**src/rtl/irq_pending_ctrl.sv**
```systemverilog
// Request front end for the 4-to-2 priority encoder. It synchronises the request lines and keeps a
// sticky pending bit per line, then runs a three-state IDLE/ASSERT/CLEAR interrupt handshake.
module irq_pending_ctrl #(
  parameter int SYNC_STAGES = 2
) (
  input  logic       clk,
  input  logic       rst_n,
  input  logic       en,
  input  logic [3:0] req_in,
  input  logic [3:0] mask,
  output logic [3:0] x,
  input  logic       enc_z,
  input  logic [1:0] enc_y,
  output logic       irq,
  output logic [1:0] irq_id,
  input  logic       ack,
  output logic [1:0] state_dbg
);

  typedef enum logic [1:0] {
    IDLE   = 2'd0,
    ASSERT = 2'd1,
    CLEAR  = 2'd2
  } state_t;

  state_t     state;
  logic [3:0] sync_q [SYNC_STAGES];
  logic [3:0] sync_out;
  logic [3:0] prev;
  logic [3:0] pending;
  logic [3:0] rise;
  logic [3:0] set_vec;
  logic [3:0] clr_vec;

  assign sync_out  = sync_q[SYNC_STAGES-1];
  assign rise      = sync_out & ~prev;
  assign set_vec   = rise & {4{en}};
  assign clr_vec   = (state == CLEAR) ? (4'b0001 << irq_id) : 4'b0000;
  assign x         = pending & mask;
  assign state_dbg = state;

  // Synchroniser chain plus the edge-detect flop.
  always_ff @(posedge clk or negedge rst_n) begin
    if (!rst_n) begin
      for (int s = 0; s < SYNC_STAGES; s++) sync_q[s] <= 4'b0000;
      prev <= 4'b0000;
    end else begin
      sync_q[0] <= req_in;
      for (int s = 1; s < SYNC_STAGES; s++) sync_q[s] <= sync_q[s-1];
      prev <= sync_out;
    end
  end

  // The set term is ORed after the clear so a fresh edge on the line being cleared survives.
  always_ff @(posedge clk or negedge rst_n) begin
    if (!rst_n) begin
      pending <= 4'b0000;
    end else begin
      pending <= (pending & ~clr_vec) | set_vec;
    end
  end

  always_ff @(posedge clk or negedge rst_n) begin
    if (!rst_n) begin
      state  <= IDLE;
      irq    <= 1'b0;
      irq_id <= 2'd0;
    end else begin
      case (state)
        IDLE: begin
          if (en && enc_z) begin
            irq_id <= enc_y;
            irq    <= 1'b1;
            state  <= ASSERT;
          end
        end
        ASSERT: begin
          if (ack) begin
            irq   <= 1'b0;
            state <= CLEAR;
          end
        end
        CLEAR: begin
          state <= IDLE;
        end
        default: begin
          irq   <= 1'b0;
          state <= IDLE;
        end
      endcase
    end
  end

endmodule

```
**config.mk**
```make
export PLATFORM = sky130hd
export DESIGN_NAME = irq_pending_ctrl
export DESIGN_NICKNAME = d
export VERILOG_FILES = /design/src/rtl/irq_pending_ctrl.sv
export SDC_FILE = /design/constraint.sdc
export NUM_CORES = 1
export LEC_CHECK = 0
export CAP_MARGIN = 30
export CORE_MARGIN = 2
export CORE_UTILIZATION = 38
export CTS_CLUSTER_DIAMETER = 150
export DETAILED_ROUTE_END_ITERATION = 8
export PLACE_DENSITY = 0.68
export RECOVER_POWER = 100
export SLEW_MARGIN = 30
export SYNTH_ARGS = -nofsm -noshare
export SYNTH_HDL_FRONTEND = slang
export SYNTH_SLANG_ARGS = --single-unit
```
**constraint.sdc**
```tcl
create_clock -name clk -period 1.17 [get_ports clk]
set_input_delay 0.117 -clock clk [delete_from_list [all_inputs] [get_ports clk]]
set_output_delay 0.117 -clock clk [all_outputs]
set_load 0.02 [all_outputs]
```
==> qor.yml <==
worst_pin_slew_ps: 500
multi_input_comb_area_um2: 199
ant_nets: 0
required_ps: 1360
cts-root-buf: "clkbuf_4"
power_density_nw_per_um2: 1530
final_cells: 107
ys_seq_area_frac: 0.725
max_cap_violations: 0
drive_gt1_frac: 0.354
grt-ovfl-total: 0
critPathLaunchType: "register"
worstSkewPairLatency_ps: 300
gp_congestion: 0.721
die_y_um: 47.7
wirelength_met1_um: 622
io_pins: 24
leakagePower_nw: 0.477
setup_slack_ps: -104
clockBufferDepth: 2
critPathKind: "register to register"
die_width_um: 47.7
antenna_found_initial: 0
drtPass1Iterations: 3
grtUsageTotal: 0.137
synth_cells: 47
finalHoldViolCount: 0
num_vias: 501
drc: 0
final_area_um2: 1070
regArea_um2: 531
power_mw: 1.64
setup_tns_ps: -246
outcome: "finished, violations left"
skew_ps: 7.98
die_area_um2: 2270
violations: "setup timing"
fill_cells: 166
drtIter0Drc: 1
clk_pin_slew_ps: 110
wl_um: 1360
grt_max_degree: 22
nNetsFinal: 98
cts_buffers: 3
synth.cell_area_um2: 724
min_path_type: "input pin to asynchronous set/reset pin"
path_max_fanout: 2
areaGrowthSynthToFinish_pct: 47.5
grt_pass1_wl_um: 2100
synth.area.top_cells: "dfrtp_1 (73%), a32o_1 (4.1%), and2_1 (3.5%), and4bb_2 (3.5%), mux2_2 (3.1%)"
n_antenna_cell: 0
wl_met2_um: 643
dp_hpwl_um: 1000
place_area_um2: 1040
syn_area_per_cell_um2: 15.4
rsz0062_at_grt: "true"
syn_nets: 62
grt_pass1_vias: 471
setup_viol: 3
wire_per_inst_um: 12.7
worst_setup_path_end_kind: "register"
yosys.area.top_type: "dfrtp_1"
fin_crit_sh: 1.09
max_freq_mhz: 785
yosys.cell_types.count: 17
maxUsedRoutingLayer: "met4"
yosys_register_bits: 21
rows: 15
hold-worst-slack_ps: 301
worstPathArrival_ps: 1460
wl_met3_um: 78
cts_tree: "built"
dp_cells: 101
viasPerCell: 4.68
cts_hold_buffers: 0
port_buffers: 23
coreArea_um2: 1760
drv_slew: 0
period_minus_slack_ps: 1270
htree_num_levels: 1
maxSlewHeadroom: 0.667
yosys_warnings: 0
numClockSinks: 21
r2r_cells: 2
synth_top_area_frac: 0.725
ir_drop_mv: 0.922
start_util: 0.411
==> state kept, by name (all words and copies together) (netlist names) <==
| signal | count |
|---|---|
| prev | 4 |
| irq_id | 2 |
| sync_q | 4 |
| state_dbg | 2 |
| pending | 4 |
| sync_out | 4 |
| irq | 1 |
==> area by class of cell <==
class | instances | area share
Clock inverter | 1 | 0.00468
Sequential cell | 21 | 0.496
Inverter | 4 | 0.0141
Tap cell | 25 | 0.0293
Timing Repair Buffer | 31 | 0.248
Multi-Input combinational cell | 22 | 0.186
Clock buffer | 3 | 0.0211
==> power by group <==
group | total, mW | switching, mW | internal (mW)
Clock | 0.334 | 0.207 | 0.127
Combinational | 0.430 | 0.191 | 0.238
Sequential | 0.872 | 0.0511 | 0.821
==> placed cells by master (no fill, tap or decap), types with 2 or more instances in the layout <==
master           netlist  routed
inv_1                  4       4
and2_1                 4       4
buf_4                  0       6
clkdlybuf4s50_1        0       9
clkbuf_2               0       4
dfrtp_1               21      17
dlygate4sd3_1          0       5
a32o_1                 3       3
dfrtp_2                0       4
clkdlybuf4s15_2        0       2
mux2_4                 0       2
clkbuf_4               0       4
==> metal layers <==
metal,vias to the layer above,global-route usage
met5,-,0
met4,0,0.0811
met3,2,0.0226
met2,13,0.195
met1,246,0.199
li1,240,-
==> repair_timing <==
| item | in CTS | in global routing |
|---|---|---|
| gates resized for setup | 31 | 7 |
| pin swaps | 2 | 1 |
| setup buffers | 2 | 0 |
| setup endpoints to repair | 12 | 6 |
==> per-stage QoR <==
step,utilization,setup WS (ps)
2_1_floorplan,-,-113
3_3_place_gp,0.589,-230
3_5_place_dp,0.589,-259
4_1_cts,0.603,-92.6
5_1_grt,0.606,-117
6_report,0.606,-104
==> path summary, 6_finish.rpt <==
check	from	end	slack (ps)
worst max-delay path	irq_id[0]$_DFFE_PN0P_	pending[0]$_DFF_PN0_	-100
worst min-delay path	rst_n	state_dbg[0]$_DFFE_PN0P_	300
worst max register to register	irq_id[0]$_DFFE_PN0P_	pending[0]$_DFF_PN0_	-100
worst min register to register	sync_q[6]$_DFF_PN0_	sync_out[2]$_DFF_PN0_	360
max in group asynchronous	rst_n	irq_id[1]$_DFFE_PN0P_	500
min in group clk	req_in[2]	sync_q[6]$_DFF_PN0_	360
==> synthesized netlist by cell type (all sizes together) <==
| master | n |
|---|---|
| dfrtp | 21 |
| and2 | 4 |
| inv | 4 |
| a32o | 3 |
| and4bb | 2 |
| mux2 | 2 |
| a21o | 1 |
| a21oi | 1 |
| and3b | 1 |
| nand2 | 1 |
| nand2b | 1 |
| nand3b | 1 |
| nand4b | 1 |
| nand4bb | 1 |
| o21ai | 1 |
| o22ai | 1 |
| or4b | 1 |
==> critical path: stages, from the launching register on <==
cell	delay, ps
dfrtp_2	430
or4b_4	530
a32o_1	210
==> kinds of logic after synthesis <==
| family | after synthesis | share of synthesized area |
|---|---|---|
| compound gates | 7 | 0.0743 |
| buf+inv | 4 | 0.0207 |
| mux | 2 | 0.0311 |
| flops | 21 | 0.725 |
| simple gates | 13 | 0.149 |
Power figures use the tool's default switching activity.
